File: src/rtl/as_uart.sv
// Full-duplex 8N1 UART with a byte strobe/busy interface toward the as_wb_bridge.
// Rx and tx are independent FSMs; each one's state is visible on a debug output.
module as_uart #(
  parameter int unsigned CLK_DIV = 434
) (
  input  logic       clk,
  input  logic       reset,
  input  logic       serial_rx,
  output logic       serial_tx,
  output logic [7:0] as_data_o,
  output logic       as_dstrb_o,
  input  logic       as_busy_i,
  input  logic [7:0] as_data_i,
  input  logic       as_dstrb_i,
  output logic       as_busy_o,
  output logic       rx_overrun_o,
  output logic       rx_frame_err_o,
  output logic [2:0] rx_state_o,
  output logic [1:0] tx_state_o
);

  // Handshake (both directions): a byte moves on a rising edge where
  // strobe=1 and busy=0; the sender holds strobe and data stable until then.

  localparam logic [15:0] DIV  = 16'(CLK_DIV);
  localparam logic [15:0] HALF = 16'(CLK_DIV / 2);

  typedef enum logic [1:0] {TX_IDLE, TX_START, TX_DATA, TX_STOP} tx_state_e;
  typedef enum logic [2:0] {RX_IDLE, RX_START, RX_DATA, RX_STOP, RX_WAIT_HIGH} rx_state_e;

  // ---------------- transmitter ----------------
  tx_state_e   tx_state_q, tx_state_d;
  logic [15:0] tx_cnt_q, tx_cnt_d;
  logic [7:0]  tx_shift_q, tx_shift_d;
  logic [2:0]  tx_bit_q, tx_bit_d;
  logic        tx_line_q, tx_line_d;

  always_ff @(posedge clk or negedge reset) begin
    if (!reset) begin
      tx_state_q <= TX_IDLE;
      tx_cnt_q   <= '0;
      tx_shift_q <= '0;
      tx_bit_q   <= '0;
      tx_line_q  <= 1'b1;
    end else begin
      tx_state_q <= tx_state_d;
      tx_cnt_q   <= tx_cnt_d;
      tx_shift_q <= tx_shift_d;
      tx_bit_q   <= tx_bit_d;
      tx_line_q  <= tx_line_d;
    end
  end

  // Each bit lasts from the edge that loads DIV-1 until the edge where the count hits 0.
  always_comb begin
    tx_state_d = tx_state_q;
    tx_cnt_d   = tx_cnt_q;
    tx_shift_d = tx_shift_q;
    tx_bit_d   = tx_bit_q;
    tx_line_d  = tx_line_q;
    case (tx_state_q)
      TX_IDLE: begin
        if (as_dstrb_i) begin
          tx_shift_d = as_data_i;
          tx_cnt_d   = DIV - 16'd1;
          tx_line_d  = 1'b0;
          tx_state_d = TX_START;
        end
      end
      TX_START: begin
        if (tx_cnt_q == 16'd0) begin
          tx_cnt_d   = DIV - 16'd1;
          tx_bit_d   = 3'd0;
          tx_line_d  = tx_shift_q[0];
          tx_state_d = TX_DATA;
        end else begin
          tx_cnt_d = tx_cnt_q - 16'd1;
        end
      end
      TX_DATA: begin
        if (tx_cnt_q == 16'd0) begin
          tx_cnt_d = DIV - 16'd1;
          if (tx_bit_q == 3'd7) begin
            tx_line_d  = 1'b1;
            tx_state_d = TX_STOP;
          end else begin
            tx_bit_d   = tx_bit_q + 3'd1;
            tx_shift_d = {1'b0, tx_shift_q[7:1]};
            tx_line_d  = tx_shift_q[1];
          end
        end else begin
          tx_cnt_d = tx_cnt_q - 16'd1;
        end
      end
      TX_STOP: begin
        if (tx_cnt_q == 16'd0) tx_state_d = TX_IDLE;
        else                   tx_cnt_d   = tx_cnt_q - 16'd1;
      end
      default: tx_state_d = TX_IDLE;
    endcase
  end

  assign serial_tx  = tx_line_q;
  assign as_busy_o  = (tx_state_q != TX_IDLE);
  assign tx_state_o = tx_state_q;

  // ---------------- receiver ----------------
  logic        rx_meta_q, rx_sync_q;
  rx_state_e   rx_state_q, rx_state_d;
  logic [15:0] rx_cnt_q, rx_cnt_d;
  logic [7:0]  rx_shift_q, rx_shift_d;
  logic [2:0]  rx_bit_q, rx_bit_d;
  logic [7:0]  hold_q, hold_d;
  logic        dstrb_q, dstrb_d;
  logic        ovr_q, ovr_d;
  logic        ferr_q, ferr_d;
  logic        rx_sample, deliver, frame_err, transfer;

  always_ff @(posedge clk or negedge reset) begin
    if (!reset) begin
      rx_meta_q  <= 1'b1;
      rx_sync_q  <= 1'b1;
      rx_state_q <= RX_IDLE;
      rx_cnt_q   <= '0;
      rx_shift_q <= '0;
      rx_bit_q   <= '0;
      hold_q     <= '0;
      dstrb_q    <= 1'b0;
      ovr_q      <= 1'b0;
      ferr_q     <= 1'b0;
    end else begin
      rx_meta_q  <= serial_rx;
      rx_sync_q  <= rx_meta_q;
      rx_state_q <= rx_state_d;
      rx_cnt_q   <= rx_cnt_d;
      rx_shift_q <= rx_shift_d;
      rx_bit_q   <= rx_bit_d;
      hold_q     <= hold_d;
      dstrb_q    <= dstrb_d;
      ovr_q      <= ovr_d;
      ferr_q     <= ferr_d;
    end
  end

  // A count loaded with N expires (rx_sample) N edges later.
  assign rx_sample = (rx_cnt_q == 16'd1);

  always_comb begin
    rx_state_d = rx_state_q;
    rx_cnt_d   = rx_cnt_q;
    rx_shift_d = rx_shift_q;
    rx_bit_d   = rx_bit_q;
    deliver    = 1'b0;
    frame_err  = 1'b0;
    case (rx_state_q)
      RX_IDLE: begin
        if (!rx_sync_q) begin
          rx_cnt_d   = HALF;
          rx_state_d = RX_START;
        end
      end
      RX_START: begin
        if (rx_sample) begin
          rx_cnt_d = DIV;
          rx_bit_d = 3'd0;
          rx_state_d = rx_sync_q ? RX_IDLE : RX_DATA;
        end else begin
          rx_cnt_d = rx_cnt_q - 16'd1;
        end
      end
      RX_DATA: begin
        if (rx_sample) begin
          rx_cnt_d   = DIV;
          rx_shift_d = {rx_sync_q, rx_shift_q[7:1]};
          rx_bit_d   = rx_bit_q + 3'd1;
          if (rx_bit_q == 3'd7) rx_state_d = RX_STOP;
        end else begin
          rx_cnt_d = rx_cnt_q - 16'd1;
        end
      end
      RX_STOP: begin
        if (rx_sample) begin
          deliver    = rx_sync_q;
          frame_err  = !rx_sync_q;
          rx_state_d = rx_sync_q ? RX_IDLE : RX_WAIT_HIGH;
        end else begin
          rx_cnt_d = rx_cnt_q - 16'd1;
        end
      end
      RX_WAIT_HIGH: begin
        if (rx_sync_q) rx_state_d = RX_IDLE;
      end
      default: rx_state_d = RX_IDLE;
    endcase
  end

  // One-entry holding register: a delivery is only dropped if the old byte stays put.
  assign transfer = dstrb_q && !as_busy_i;

  always_comb begin
    hold_d  = hold_q;
    dstrb_d = dstrb_q;
    ovr_d   = 1'b0;
    ferr_d  = frame_err;
    if (transfer) dstrb_d = 1'b0;
    if (deliver) begin
      if (!dstrb_q || transfer) begin
        hold_d  = rx_shift_q;
        dstrb_d = 1'b1;
      end else begin
        ovr_d = 1'b1;
      end
    end
  end

  assign as_data_o      = hold_q;
  assign as_dstrb_o     = dstrb_q;
  assign rx_overrun_o   = ovr_q;
  assign rx_frame_err_o = ferr_q;
  assign rx_state_o     = rx_state_q;

endmodule

File: config.mk
export PLATFORM = sky130hd
export DESIGN_NAME = as_uart
export DESIGN_NICKNAME = d
export VERILOG_FILES = /design/src/rtl/as_uart.sv
export SDC_FILE = /design/constraint.sdc
export NUM_CORES = 1
export LEC_CHECK = 0
export ABC_AREA = 1
export CAP_MARGIN = 20
export CORE_ASPECT_RATIO = 0.75
export CORE_MARGIN = 4
export CORE_UTILIZATION = 60
export CTS_BUF_LIST = sky130_fd_sc_hd__clkbuf_16
export CTS_CLUSTER_DIAMETER = 150
export DETAILED_ROUTE_END_ITERATION = 10
export GPL_ROUTABILITY_DRIVEN = 1
export PLACE_DENSITY = 0.81
export SLEW_MARGIN = 20
export SYNTH_ARGS = -nofsm -noshare
export SYNTH_HDL_FRONTEND = slang
export SYNTH_SLANG_ARGS = --single-unit
File: constraint.sdc
create_clock -name clk -period 4.5 [get_ports clk]
set_input_delay 0.9 -clock clk [delete_from_list [all_inputs] [get_ports clk]]
set_output_delay 0.9 -clock clk [all_outputs]
set_load 0.03 [all_outputs]
==> metrics.txt, run 1 <==
Slew @ Worst Pin=0.9080 ns; vias in the first global route=3383; clk sink count=73; number of H-tree levels=3; flops & latches, synth=73; # setup viols final=0; Post-synth EDFFs=0; width of the die=105.4 um; drt total wl=9283 um; most frequent cells in the layout=135 x nand2_1, 81 x inv_1, 70 x dfrtp_1; Root Buffer=clkbuf_16; Remaining Overflow, GRT=0; core box area=6864 um^2; routed vias=3701; total power=2.564 mW; global-route wire length before repair=15840 um; worst vdd ir=0.0004146 V; Worst slew margin=0.3947; dpl hpwl=6607 um; crit-path cells=inv_1, ha_1, clkinv_1, clkdlybuf4s50_1; later-pin clock latency in the skew report=0.33 ns; gpl congestion=0.9511; CTS buffer count=9; # IOs=31; final hold violation count=0; Detail Route Antenna Nets=0; top_reg_cell synth=dfrtp_1; clock-pin transition on the worst setup and hold timing paths=0.06 ns; hold crit path type=flop to flop; CTS tree=done; Worst Hold Depth=0; IO Port Bufs=30; Async SR Flop Fraction=1.000; Max-Cap Viols=0; Crit path buffers/inverters=3; LEAKAGE=2.415 nW; count of mapped cells out of synthesis=558; gr usage total=0.2323; Critical Path RT=3.60 ns; r2r worst-path depth=8; CP endpoint kind=output pin; post-synth top area share=0.4102; antenna violations before repair=0; period utilization=0.6410; CTS resizes=0; status=complete, no violations; Die Y=81.06 um; Hold Slack=0.3585 ns; Yosys Warn Count=0; Synth area leader=dfrtp_1; routed len/inst=13.36 um; syn_nets=582; vias per cell=5.325; Max Clk Rate=0.3467 GHz; Seq/Total Area, Yosys=0.4287; Critical R2R Launch=rx_cnt_q[1]; Finished Cell Area=4933 um^2; Synth-to-Final Area Change=15.53%; Final nets=616; Hold Buf Count CTS=0; Hold Path Origin=rx_meta_q; Crit path max-delay family=buffers and inverters; Critical Path Max Stage Delay=0.66 ns; Slew Viols, Final=0; DR iter-0 viols=300; crit path time final=2.885 ns; Synth Area per Inst=7.653 um^2; clk_skew=0.005291 ns; Critical-path top delay cell=clkdlybuf4s50_1; Die Area=8545 um^2; Syn Std Cell Area=4270 um^2; Worst Path Max Fanout=9; count of unique library cells instantiated by Yosys=34; post-CTS setup buffers=0; pwr dens=519.8 nW/um^2; crit start category=flop; reg2reg end=as_data_o[7]; R2R Setup Slk=2.20 ns; Hold Path End=rx_sync_q; ranking of synthesized cells by area=dfrtp_1 41%, nand2_1 12%, inv_1 7.1%; 1st-pass router iterations=5; CP arrival=1.98 ns; Placement Cell Area=4631 um^2; FP Rows=26; Starting Density=0.6221; drt drc=0; largest net degree at the start of global routing=74; critical path type=flop to output pin; Fin Setup TNS=0 ns; layout cell share with drive strength beyond 1=0.1089; RSZ-0062 raised after global routing=no; commonest non-fill, non-tap cell in the layout=nand2_1; Clock Path Buffers=2; ant diodes=0
where the power goes:
| group | switching (mW) | internal, mW | total (mW) |
|---|---|---|---|
| registers | 0.0806 | 0.762 | 0.843 |
| clock network | 0.297 | 0.434 | 0.731 |
| logic | 0.659 | 0.331 | 0.990 |
| total | 1.04 | 1.53 | 2.56 |
cell usage after synthesis, drive strengths merged (2+ instances only):
cell type and number:
o21ai 47, nor2 79, ha 11, xor2 6, a21oi 15, buf 8, nand4 22, dfstp 3
nor3 9, mux2i 6, nand3b 2, nand2 145, dfrtp 70, nand3 43, inv 85
metrics by stage:
stage	std cells	setup slack, ns	util
5_1_grt	695	1.501	0.7187
6_report	695	1.615	0.7187
3_3_place_gp	679	2.053	0.6746
4_1_cts	695	1.617	0.7187
2_1_floorplan	558	2.457	-
3_5_place_dp	679	1.971	0.6746
kinds of logic after synthesis:
family	after synthesis	synth area share
compound gates	66	0.08995
buf+inv	94	0.09083
flops	73	0.4287
xor+xnor	7	0.01436
mux	6	0.01406
simple gates	301	0.3299
fa+ha+maj	11	0.03223
per-layer routing:
| metal | up-vias | part of all wire | GRT usage | wire (um) |
|---|---|---|---|---|
| li1 | 1850 | - | - | - |
| met1 | 1699 | 0.47 | 0.3283 | 4408 |
| met2 | 136 | 0.43 | 0.3645 | 4036 |
| met3 | 16 | 0.077 | 0.05083 | 719 |
| met4 | 0 | 0.013 | 0.06291 | 118 |
| met5 | - | 0 | 0 | 0 |
flip-flops by register name (all words and copies together) (netlist names):
signal,count
rx_overrun_o,1
tx_state_o,2
as_data_o,8
rx_cnt_q,16
as_dstrb_o,1
rx_meta_q,1
tx_bit_q,3
rx_bit_q,3
rx_frame_err_o,1
rx_sync_q,1
tx_shift_q,8
rx_state_o,3
tx_cnt_q,16
rx_shift_q,8
serial_tx,1
worst max path at each step:
stage | from | end | cells past startpoint
2_1_floorplan | tx_state_o[0] | as_busy_o | 3
3_3_place_gp | tx_state_o[0] | as_busy_o | 4
3_5_place_dp | tx_state_o[0] | as_busy_o | 4
4_1_cts | tx_state_o[0] | as_busy_o | 4
5_1_grt | tx_state_o[0] | as_busy_o | 4
6_report | tx_state_o[0] | as_busy_o | 4
layout make-up:
class	instances	area [um^2]
flip-flops and latches	73	1831
repair buffers	31	302.8
inverters	86	322.8
clock inverters	7	77.57
clock buffers	9	225.2
multi-input cells	391	2052
fillers	548	1931
well taps	98	122.6
Note: power is estimated with default switching activity, not from simulation.
==> run 2, diff against run 1 <==
CORE_UTILIZATION = 59   (was 60)
PLACE_DENSITY = 0.8   (was 0.81)
clock period = 2.8 ns   (was 4.5 ns; I/O delays follow)
==> metrics.txt, run 2 (synthesized netlist as in run 1, its figures left out) <==
crit start category=flop; commonest non-fill, non-tap cell in the layout=nand2_1; crit path time final=2.563 ns; gpl congestion=0.9180; # IOs=31; drt drc=0; Critical Path RT=2.24 ns; R2R Setup Slk=0.66 ns; Die Y=81.68 um; DRT met1 WL=4502 um; CP arrival=2.00 ns; layout cell share with drive strength beyond 1=0.1117; RSZ-0062 raised after global routing=no; number of H-tree levels=3; WL met2=3948 um; vias in the first global route=3474; internal power=2.456 mW; Clk pwr share=0.278; sequential power share=0.332; final hold violation count=0; post-CTS setup buffers=0; clk sink count=73; clock-pin transition on the worst setup and hold timing paths=0.06 ns; clk_skew=0.006472 ns; total power=4.089 mW; Worst slew margin=0.3933; ant diodes=0; Comb power frac=0.390; IO Port Bufs=30; Slew Viols, Final=0; Final nets=619; met3 WL=490 um; Clock Path Buffers=2; Max Clk Rate=0.3901 GHz; # setup viols final=0; CP endpoint kind=output pin; Fin Setup TNS=0 ns; Critical-path top delay cell=clkdlybuf4s50_1; pwr dens=825.8 nW/um^2; routed len/inst=13.00 um; core box area=6929 um^2; status=complete, no violations; CTS buffer count=9; most frequent cells in the layout=135 x nand2_1, 81 x inv_1, 70 x dfrtp_1; antenna violations before repair=0; dpl hpwl=6621 um; critical path type=flop to output pin; Critical Path Max Stage Delay=0.66 ns; vias per cell=5.271; width of the die=106.2 um; largest net degree at the start of global routing=74; Synth-to-Final Area Change=15.94%; Max-Cap Viols=0; Hold Buf Count CTS=0; global-route wire length before repair=16000 um; LEAKAGE=2.430 nW; Starting Density=0.6163; largest registers=rx_cnt_q (16), tx_cnt_q (16); worst vdd ir=0.0006524 V; CTS tree=done; Remaining Overflow, GRT=0; period utilization=0.9155; Highest Signal Layer=met4; Worst Path Max Fanout=9; Slew @ Worst Pin=0.9100 ns; FP Rows=26; later-pin clock latency in the skew report=0.33 ns; Die Area=8677 um^2; crit-path cells=inv_1, ha_1, clkinv_1, clkdlybuf4s50_1; gr usage total=0.2313; hold crit path type=input pin to asynchronous set/reset pin; Detail Route Antenna Nets=0; 1st-pass router iterations=5; DR iter-0 viols=276; CTS resizes=0; switching share of power=0.3994; routed vias=3679; drt total wl=9075 um; Root Buffer=clkbuf_16; Switch Pwr=1.633 mW
run 2: changes by cell type in the layout (fill, tap and decap cells not counted), sizes merged:
cell and delta:
inv -1, clkinv +2, clkinvlp -1, buf +3
run 2: power by group through the flow:
stage	clock network, mW	registers, mW	logic, mW
2_1_floorplan	0	1.38	1.19
3_3_place_gp	0	1.37	1.52
3_5_place_dp	0	1.37	1.57
4_1_cts	1.16	1.35	1.58
5_1_grt	1.21	1.38	1.79
6_report	1.14	1.36	1.59
run 2: final cells by class:
type | count | area (um^2)
multi-input cells | 391 | 2052
repair buffers | 34 | 327.8
clock inverters | 7 | 70.07
clock buffers | 9 | 225.2
fillers | 565 | 1978
well taps | 98 | 122.6
flip-flops and latches | 73 | 1831
inverters | 86 | 322.8
run 2: per-layer routing:
metal / vias up / GRT usage
met5: - / 0
met4: 0 / 0.06986
met3: 15 / 0.05656
met2: 99 / 0.3584
met1: 1707 / 0.3243
li1: 1858 / -
run 2: critical path, delay by kind of cell, from the launching register on:
family | cells | cell delay (ns)
buffers and inverters | 3 | 1.01
flip-flops | 1 | 0.42
adder cells (fa/ha/maj) | 1 | 0.25
run 2: through the flow:
| step | setup WS [ns] | area [um^2] | util | std cells | hold WS (ns) |
|---|---|---|---|---|---|
| 2_1_floorplan | 0.7714 | 4270 | - | 558 | 0.2644 |
| 3_3_place_gp | 0.6889 | 4656 | 0.6719 | 682 | 0.3471 |
| 3_5_place_dp | 0.6033 | 4656 | 0.6719 | 682 | 0.3495 |
| 4_1_cts | 0.2490 | 4951 | 0.7145 | 698 | 0.3571 |
| 5_1_grt | 0.1040 | 4951 | 0.7145 | 698 | 0.3662 |
| 6_report | 0.2365 | 4951 | 0.7145 | 698 | 0.3290 |
run 2: worst paths after layout:
| kind | startpoint | end | cells after the start |
|---|---|---|---|
| max | tx_state_o[1] | as_busy_o | 4 |
| min | reset | tx_cnt_q[6] | 1 |
| max reg2reg | tx_cnt_q[0] | tx_cnt_q[5] | 9 |
| min reg2reg | rx_meta_q | rx_sync_q | 0 |
| max in group asynchronous | reset | tx_cnt_q[9] | 1 |
| min in group clk | rx_meta_q | rx_sync_q | 0 |
==> run 3, diff against run 2 <==
SLEW_MARGIN = 25   (was 20)
==> results of run 3 <==
Final layout, timing and power as in run 2 (identical DEF).
